==> config.mk <==
export PLATFORM = sky130hd
export DESIGN_NAME = lzs_bit_feeder_flat
export DESIGN_NICKNAME = d
export VERILOG_FILES = /design/src/rtl/lzs_pkg.sv /design/src/rtl/lzs_bit_feeder_if.sv /design/src/rtl/lzs_bit_shifter.sv /design/src/rtl/lzs_bit_feeder.sv /design/src/flat_wrapper.sv
export SDC_FILE = /design/constraint.sdc
export NUM_CORES = 1
export LEC_CHECK = 0
export ABC_AREA = 1
export ABC_CLOCK_PERIOD_IN_PS = 4000
export CORE_MARGIN = 1
export CORE_UTILIZATION = 45
export CTS_CLUSTER_SIZE = 14
export DETAILED_ROUTE_END_ITERATION = 10
export GPL_TIMING_DRIVEN = 1
export PLACE_DENSITY = 0.69
export SYNTH_ARGS = -nofsm -noshare
export SYNTH_HDL_FRONTEND = slang
export SYNTH_SLANG_ARGS = --single-unit
export TNS_END_PERCENT = 50
==> constraint.sdc <==
create_clock -name clk -period 4 [get_ports clk]
set_input_delay 0.6 -clock clk [delete_from_list [all_inputs] [get_ports clk]]
set_output_delay 0.6 -clock clk [all_outputs]
set_load 0.02 [all_outputs]
==> src/rtl/lzs_pkg.sv <==
// Shared constants and types for the LZS decoder front end.
package lzs_pkg;
  localparam int LZS_BUF_W     = 64;
  localparam int LZS_WORD_W    = 16;
  localparam int LZS_REFILL_TH = 48;

  typedef logic [3:0] lzs_width_t;
endpackage

==> src/rtl/lzs_bit_feeder_if.sv <==
// Word-in / bit-window-out handshake bundle between the word FIFO, bit feeder and decoder.
interface lzs_bit_feeder_if
  import lzs_pkg::*;
#(
  parameter int IN_WIDTH  = 13,
  parameter int LZF_WIDTH = 20
);
  logic                   wd_valid;
  logic [LZS_WORD_W-1:0]  wd_data;
  logic                   wd_last;
  logic                   wd_ready;
  logic                   stream_valid;
  logic [IN_WIDTH-1:0]    stream_data;
  logic                   stream_empty;
  logic                   stream_ack;
  lzs_width_t             stream_width;
  logic [LZF_WIDTH+3:0]   bits_used;
  logic                   err;

  // feeder side
  modport slave (
    input  wd_valid, wd_data, wd_last, stream_ack, stream_width,
    output wd_ready, stream_valid, stream_data, stream_empty, bits_used, err
  );

  // FIFO + decoder side
  modport master (
    output wd_valid, wd_data, wd_last, stream_ack, stream_width,
    input  wd_ready, stream_valid, stream_data, stream_empty, bits_used, err
  );
endinterface

==> src/rtl/lzs_bit_shifter.sv <==
// Combinational barrel shift of the left-aligned bit buffer plus insertion of a new word
// directly behind the bits that remain after consuming w.
module lzs_bit_shifter
  import lzs_pkg::*;
(
  input  logic [LZS_BUF_W-1:0]  cur,
  input  logic [6:0]            left,
  input  lzs_width_t            w,
  input  logic [LZS_WORD_W-1:0] wd_data,
  input  logic                  acc,
  output logic [LZS_BUF_W-1:0]  nxt
);
  logic                 over;
  logic [6:0]           rem;
  logic [LZS_BUF_W-1:0] kept;
  logic [LZS_BUF_W-1:0] word_ext;

  // over-consumption discards the whole buffer rather than wrapping the shift
  assign over     = {3'b000, w} > left;
  assign rem      = over ? 7'd0 : left - {3'b000, w};
  assign kept     = over ? '0 : cur << w;
  assign word_ext = {wd_data, {(LZS_BUF_W-LZS_WORD_W){1'b0}}} >> rem;
  assign nxt      = kept | (acc ? word_ext : '0);
endmodule

==> src/rtl/lzs_bit_feeder.sv <==
// LZS decoder bit feeder: packs 16-bit words into a 64-bit left-aligned buffer and
// presents an IN_WIDTH-bit look-ahead window, consuming stream_width bits per ack.
module lzs_bit_feeder
  import lzs_pkg::*;
#(
  parameter int IN_WIDTH  = 13,
  parameter int LZF_WIDTH = 20
)
(
  input  logic             clk,
  input  logic             rst_n,
  lzs_bit_feeder_if.slave  bus
);
  localparam int UW = LZF_WIDTH + 4;

  logic [LZS_BUF_W-1:0] buf_q;
  logic [LZS_BUF_W-1:0] buf_n;
  logic [6:0]           left_q;
  logic [6:0]           left_n;
  logic [6:0]           rem;
  logic                 eos_q;
  logic                 err_q;
  logic [UW-1:0]        used_q;
  logic                 ready;
  logic                 valid;
  logic                 ack_eff;
  logic                 acc;
  logic                 over;
  logic                 bad_ack;
  lzs_width_t           w;

  assign ready   = !eos_q && (left_q <= 7'(LZS_REFILL_TH));
  assign valid   = (left_q >= 7'(IN_WIDTH)) || (eos_q && left_q != 7'd0);
  assign ack_eff = bus.stream_ack && valid;
  assign w       = ack_eff ? bus.stream_width : '0;
  assign acc     = bus.wd_valid && ready;

  assign over    = {3'b000, w} > left_q;
  assign rem     = over ? 7'd0 : left_q - {3'b000, w};
  assign left_n  = rem + (acc ? 7'(LZS_WORD_W) : 7'd0);
  assign bad_ack = ack_eff && (({3'b000, bus.stream_width} > 7'(IN_WIDTH)) || over);

  lzs_bit_shifter u_shifter (
    .cur     (buf_q),
    .left    (left_q),
    .w       (w),
    .wd_data (bus.wd_data),
    .acc     (acc),
    .nxt     (buf_n)
  );

  always_ff @(posedge clk or negedge rst_n) begin
    if (!rst_n) begin
      buf_q  <= '0;
      left_q <= '0;
      eos_q  <= 1'b0;
      used_q <= '0;
      err_q  <= 1'b0;
    end else begin
      buf_q  <= buf_n;
      left_q <= left_n;
      eos_q  <= eos_q | (acc & bus.wd_last);
      used_q <= used_q + UW'(w);
      // a word offered after end of stream is never accepted, only flagged
      err_q  <= err_q | bad_ack | (bus.wd_valid & eos_q);
    end
  end

  assign bus.wd_ready     = ready;
  assign bus.stream_valid = valid;
  assign bus.stream_data  = buf_q[LZS_BUF_W-1 -: IN_WIDTH];
  assign bus.stream_empty = eos_q && (left_q == 7'd0);
  assign bus.bits_used    = used_q;
  assign bus.err          = err_q;
endmodule
==> src/flat_wrapper.sv <==
// flat-port wrapper written by rule: the top's interface ports become plain ports
module lzs_bit_feeder_flat import lzs_pkg::*;
#(
  parameter int IN_WIDTH  = 13,
  parameter int LZF_WIDTH = 20
)
  (clk, rst_n, bus_wd_valid, bus_wd_data, bus_wd_last, bus_stream_ack, bus_stream_width, bus_wd_ready, bus_stream_valid, bus_stream_data, bus_stream_empty, bus_bits_used, bus_err);
  lzs_bit_feeder_if #(.IN_WIDTH(IN_WIDTH), .LZF_WIDTH(LZF_WIDTH)) bus_i ();
  input  logic clk;
  input  logic rst_n;
  input wire logic [$bits(bus_i.wd_valid)-1:0] bus_wd_valid;
  input wire logic [$bits(bus_i.wd_data)-1:0] bus_wd_data;
  input wire logic [$bits(bus_i.wd_last)-1:0] bus_wd_last;
  input wire logic [$bits(bus_i.stream_ack)-1:0] bus_stream_ack;
  input wire logic [$bits(bus_i.stream_width)-1:0] bus_stream_width;
  output wire logic [$bits(bus_i.wd_ready)-1:0] bus_wd_ready;
  output wire logic [$bits(bus_i.stream_valid)-1:0] bus_stream_valid;
  output wire logic [$bits(bus_i.stream_data)-1:0] bus_stream_data;
  output wire logic [$bits(bus_i.stream_empty)-1:0] bus_stream_empty;
  output wire logic [$bits(bus_i.bits_used)-1:0] bus_bits_used;
  output wire logic [$bits(bus_i.err)-1:0] bus_err;
  assign bus_i.wd_valid = bus_wd_valid;
  assign bus_i.wd_data = bus_wd_data;
  assign bus_i.wd_last = bus_wd_last;
  assign bus_i.stream_ack = bus_stream_ack;
  assign bus_i.stream_width = bus_stream_width;
  assign bus_wd_ready = bus_i.wd_ready;
  assign bus_stream_valid = bus_i.stream_valid;
  assign bus_stream_data = bus_i.stream_data;
  assign bus_stream_empty = bus_i.stream_empty;
  assign bus_bits_used = bus_i.bits_used;
  assign bus_err = bus_i.err;
  lzs_bit_feeder #(.IN_WIDTH(IN_WIDTH), .LZF_WIDTH(LZF_WIDTH)) u_core (.clk(clk), .rst_n(rst_n), .bus(bus_i));
endmodule
Word level (Yosys, flattened, before mapping)
Cells that the tools add are included. Widths: inputs -> output; s select.

Add/sub/neg operators: 3. Multipliers: 0. Div/mod/pow operators: 0. Order comparisons: 4. Equal/unequal tests: 0. Shifts and indexed selects: 2. Muxes and demuxes: 5. Bitwise logic cells: 6. Reduce and logical (&&, ||, !) cells: 11.

Operators with widths (count): $mux 64 (2); $or 64x64->64 (1); $shl 64x4->64 (1); $shr 64x7->64 (1); $add 24x4->24 (1); $add 7x7->7 (1); $ge 7x4->1 const B (1); $gt 4x7->1 (1); $le 7x6->1 const B (1); $logic_not 7->1 (1); $mux 7 (1); $reduce_bool 7->1 (1); $sub 7x4->7 (1); $logic_and 1x1->1 (6); $mux 5 (1); $gt 4x4->1 const B (1); $mux 4 (1); $or 1x1->1 (3); $and 1x1->1 (2); $logic_or 1x1->1 (2); $logic_not 1->1 (1).

Flip-flop bits (word level): 97. Bits in latches: 0. Bits in writable memories: 0. ROM bits: 0. Output and inout port bits: 41. Word-level logic and storage cells: 36. Memories kept: 0.

Depth between registers and ports, before layout
Word-level depth: 10. Gate-level depth with buffers: 27. Depth with buffers taken out: 25.

Cells and area by module
From an unflattened synthesis, not the netlist that was laid out.

Cells, all modules: 1310. Area total of the unflattened synthesis: 8528.2 um2.

By module, submodules not included: lzs_bit_shifter (times used 1, cells an instance 960, area an instance 4797.1 um2); lzs_bit_feeder (times used 1, cells an instance 350, area an instance 3731.1 um2).

Worst setup path before layout
OpenSTA, ideal clock, no wires.

Kind: input-to-reg. From: input port bus_stream_width[0]. To: register u_core.left_q[5]. Arrival: 3.207 ns. Data required time: 3.874 ns. Path slack: 0.667 ns. Stages: 17. Path buffers: 3. Cell sequence: buf_1 > nand2_4 > inv_1 > buf_6 > ha_1 > inv_1 > fa_1 > nand2_1 > nand2_1 > nand2_1 > inv_1 > o21ai_0 > nand3_4 > inv_1 > buf_2 > ha_1 > ha_1.

Word-level cells in the longest chain between the ends: 4. Elaborated cells between the ends (all ways): 5. Those cells by class: add/sub (2); order compare (1); mux (2).

Ends and longest elaborated chain: start: declaration (line flat_wrapper.sv:15) `input wire logic [$bits(bus_i.stream_width)-1:0] bus_stream_width;`; $mux 4 (*) (line lzs_bit_feeder.sv:35) `assign w = ack_eff ? bus.stream_width : '0;`; $sub 7x4->7 or $gt 4x7->1 (tied branches) (line lzs_bit_feeder.sv:39, lzs_bit_feeder.sv:38); $mux 7 (*) (line lzs_bit_feeder.sv:39) `assign rem = over ? 7'd0 : left_q - {3'b000, w};`; $add 7x7->7 (*) (line lzs_bit_feeder.sv:40) `assign left_n = rem + (acc ? 7'(LZS_WORD_W) : 7'd0);`; net u_core.left_n[5] (line lzs_bit_feeder.sv:19) `logic [6:0] left_n;`; end signal: assignment (line lzs_bit_feeder.sv:61) `left_q <= left_n;`; end: declaration (line lzs_bit_feeder.sv:18) `logic [6:0] left_q;`.

The timed path passes the listed nets; every way through them passes the cells marked *.

Worst setup path in the final report
From: register u_core.left_q[1]. To: register u_core.buf_q[16].

Word-level cells in the longest chain between the ends: 10. Elaborated cells between the ends (all ways): 17. Those cells by class: add/sub (1); order compare (3); shift (2); mux (4); bitwise (1); reduce/logical (6).

Ends and longest elaborated chain: branches (longest 9 deep; another with $ge 7x4->1); $or 64x64->64 (*) (line lzs_bit_shifter.sv:23) `assign nxt = kept | (acc ? word_ext : '0);`; net u_core.buf_n[16] (line lzs_bit_feeder.sv:17) `logic [LZS_BUF_W-1:0] buf_n;`; end signal: assignment (line lzs_bit_feeder.sv:60) `buf_q <= buf_n;`; end: declaration (line lzs_bit_feeder.sv:16) `logic [LZS_BUF_W-1:0] buf_q;`.

Mark *: on every way through the listed nets, which the timed path passes.

==> reports/results.ini <==
[clocking]
cts_resized = 0
cts_made_buffers = 9
cts_hold_buf = 0
numClockSinks = 97
clock_latency_ns = 0.37
cts_tree = built
htreeDepth = 3
clock_path_buffers = 2
path_clk_slew_ns = 0.08
cts_setup_buffers = 0
cts_root_buffer = clkbuf_16

[global_routing]
overflow = 0
grt_max_degree = 82
grt_pass1_vias = 8668
grt_usage = 0.295
antenna_found_initial = 0
grt_pass1_wl_um = 46600

[timing]
grt_setup_unrepaired = false
finalSetupTns_ns = 0
final_max_slew_viol_count = 0
tightest_slew_ns = 1.09
holdWs_ns = 0.422
setup_viol_count_final = 0
maxClockFrequency_mhz = 287
slew_headroom = 0.271
fin_skew_ns = 0.0123
min_period_ns = 3.48
hold_viol = 0
timing.final.crit_share = 0.870

[drt]
vias = 9870
ant_nets = 0
wl_per_cell_um = 17.5
post-route-drc-count = 0
drtPass1Iterations = 5
via_per_inst = 5.88
drt_iter0_drc = 1387
totalWireLength_um = 29400

[finish]
layout-drive-gt1-share = 0.0834
antennaDiodeCount = 0
area_delta_synth_final_pct = 8.97
finalNonFillerCells = 1680
fin_util = 0.503
finalNetCount = 1447
multi_input_area_mm2 = 0.00545
layout.area.seq_mm2 = 0.00243
n_fill_cell = 2032

[critical_path]
start_kind = flop
crit_arrival_ns = 3.77
critPathMaxFanout = 19
path_cells = nor2_1 > nand2_1 > nand2_1 > nand2_2 > nand2_4 > inv_4 > nand2_4 > ha_1 > inv_1 > nor2_1 > nand2_2 > nand2_4 > nand2_1 > inv_1 > buf_4 > nand3_1 > nand2_1 > nand2_1 > nand2_1 > nand2_1 > nand2_2 > nand3_1 > nand2_1
path_class = reg2reg
cp.required_ns = 4.29
slowest_stage = dfrtp_1
crit_path_max_incr_delay_ns = 0.42
worst-path-buf-inv = 4
crit_family = simple AND/OR/NAND/NOR gates
cp_common_cell = nand2_1
end_kind = flop

[placement]
dp_cells = 1664
port_buffers = 65
place_congestion = 1.01
post-dp-hpwl_um = 22200

[synthesis]
synth_area_mm2 = 0.00904
yosysMostFrequentCell = nand3_1
yosysTopAreaCell = nand3_1
ys_top_cells_by_area = nand3_1 30%, dfrtp_1 27%, nand2_1 15%
synth-xor-area-share = 0.0233
synthSimpleGateAreaFrac = 0.543
synth-edff-count = 0
ys.flop_type = dfrtp_1
synth_top_area_share = 0.303
synth-seq-cells = 97
syn_nets = 1446
synthCells = 1409
ys_types = 39
muxShareOfSynthArea = 0
synth_compound_area_frac = 0.0184
synthArstFlopShare = 1.00
avgSynthCellArea_um2 = 6.41
synth_fa_ha_area_frac = 0.0183
synth_seq_area_share = 0.269
yosysWarnings = 0
synth_top_family_by_area = simple AND/OR/NAND/NOR gates
synth_commonest_cells = 547 x nand3_1, 358 x nand2_1, 117 x inv_1, 97 x dfrtp_1, 45 x buf_2

[die]
dieHeight_um = 144
die_area_mm2 = 0.0207
rows = 51
start_util = 0.461
core_mm2 = 0.0196
die_width_um = 144
io_pins = 66

[pwr]
p_leak_nw = 4.98
power_density_mw_per_mm2 = 816
ir_drop_mv = 0.835
power.total_w = 0.00804

[flow_run]
maxCapViolCount = 0

[min_path]
hp-class = in2async

[run_status]
status = finished, final reports clean

## logic make-up (layout without fill, tap and decap cells)
| group | Yosys count | in the layout |
|---|---|---|
| AND/OR/NAND/NOR | 1018 | 1018 |
| buffers and inverters | 230 | 236 |
| flip-flops | 97 | 97 |
| AO/OA/AOI/OAI | 28 | 28 |
| XOR/XNOR | 24 | 24 |
| adder cells (fa/ha/maj) | 12 | 12 |
## layout by cell type (no fill, tap or decap), types with 3 or more instances in the layout
| cell | netlist | final |
|---|---|---|
| nand2_1 | 358 | 358 |
| nand3_1 | 547 | 547 |
| dfrtp_1 | 97 | 97 |
| buf_4 | 23 | 24 |
| xor2_1 | 13 | 13 |
| o21ai_1 | 6 | 6 |
| a21oi_1 | 4 | 4 |
| inv_2 | 6 | 6 |
| inv_1 | 117 | 117 |
| nand2_2 | 21 | 21 |
| o21ai_0 | 9 | 9 |
| ha_1 | 10 | 10 |
| xnor2_1 | 11 | 11 |
| clkbuf_16 | 0 | 9 |
| nor2_1 | 18 | 18 |
| nor2_2 | 14 | 13 |
| o211ai_1 | 6 | 6 |
| nand2_4 | 6 | 6 |
| clkinv_1 | 4 | 4 |
| nand4_1 | 25 | 25 |
| nand3_2 | 15 | 15 |
| inv_4 | 4 | 4 |
| nor2_4 | 2 | 3 |
| clkdlybuf4s50_1 | 0 | 64 |
## area by class of cell
class / count / area share
clock buffers: 9 / 0.0229
clock inverters: 7 / 0.00724
inverters: 131 / 0.0510
multi-input cells: 1082 / 0.553
flip-flops and latches: 97 / 0.247
well taps: 265 / 0.0337
repair buffers: 89 / 0.0854
## flip-flops by register name, summed over array words and instances (netlist names)
| register | count |
|---|---|
| u_core.bus.bits_used | 24 |
| u_core.bus.err | 1 |
| u_core.left_q | 7 |
| u_core.eos_q | 1 |
| u_core.buf_q | 64 |
## stage by stage
step,setup WS [ns],area [um^2]
final,0.519,9850
after global routing,0.176,9850
after CTS,0.573,9850
after detailed placement,0.252,9550
after global placement,0.276,9550
after floorplan,0.667,9040
## final timing paths
| kind | slack (ns) | cells past startpoint | end | start |
|---|---|---|---|---|
| max in group asynchronous | 2.66 | 2 | u_core.buf_q[5] | rst_n |
| setup reg to reg | 0.52 | 23 | u_core.buf_q[16] | u_core.left_q[1] |
| setup / recovery | 0.52 | 23 | u_core.buf_q[16] | u_core.left_q[1] |
| hold reg to reg | 0.47 | 1 | u_core.bus.bits_used[23] | u_core.bus.bits_used[23] |
| hold / removal | 0.42 | 1 | u_core.bus.bits_used[10] | rst_n |
| min in group clk | 0.47 | 1 | u_core.bus.bits_used[23] | u_core.bus.bits_used[23] |
## power by group
group / internal [W] / total [W] / switching (W)
Combinational: 0.00170 / 0.00560 / 0.00390
Sequential: 0.00133 / 0.00156 / 0.000229
Clock: 0.000441 / 0.000880 / 0.000439
Total: 0.00347 / 0.00804 / 0.00456
## layer usage
metal / routed length [um] / GRT usage / up-vias
met4: 946 / 0.114 / 0
met1: 12800 / 0.412 / 4587
met5: 0 / 0 / -
met2: 13000 / 0.444 / 512
li1: - / - / 4708
met3: 2720 / 0.0600 / 63
No activity file was read; power rests on OpenSTA's default activity.
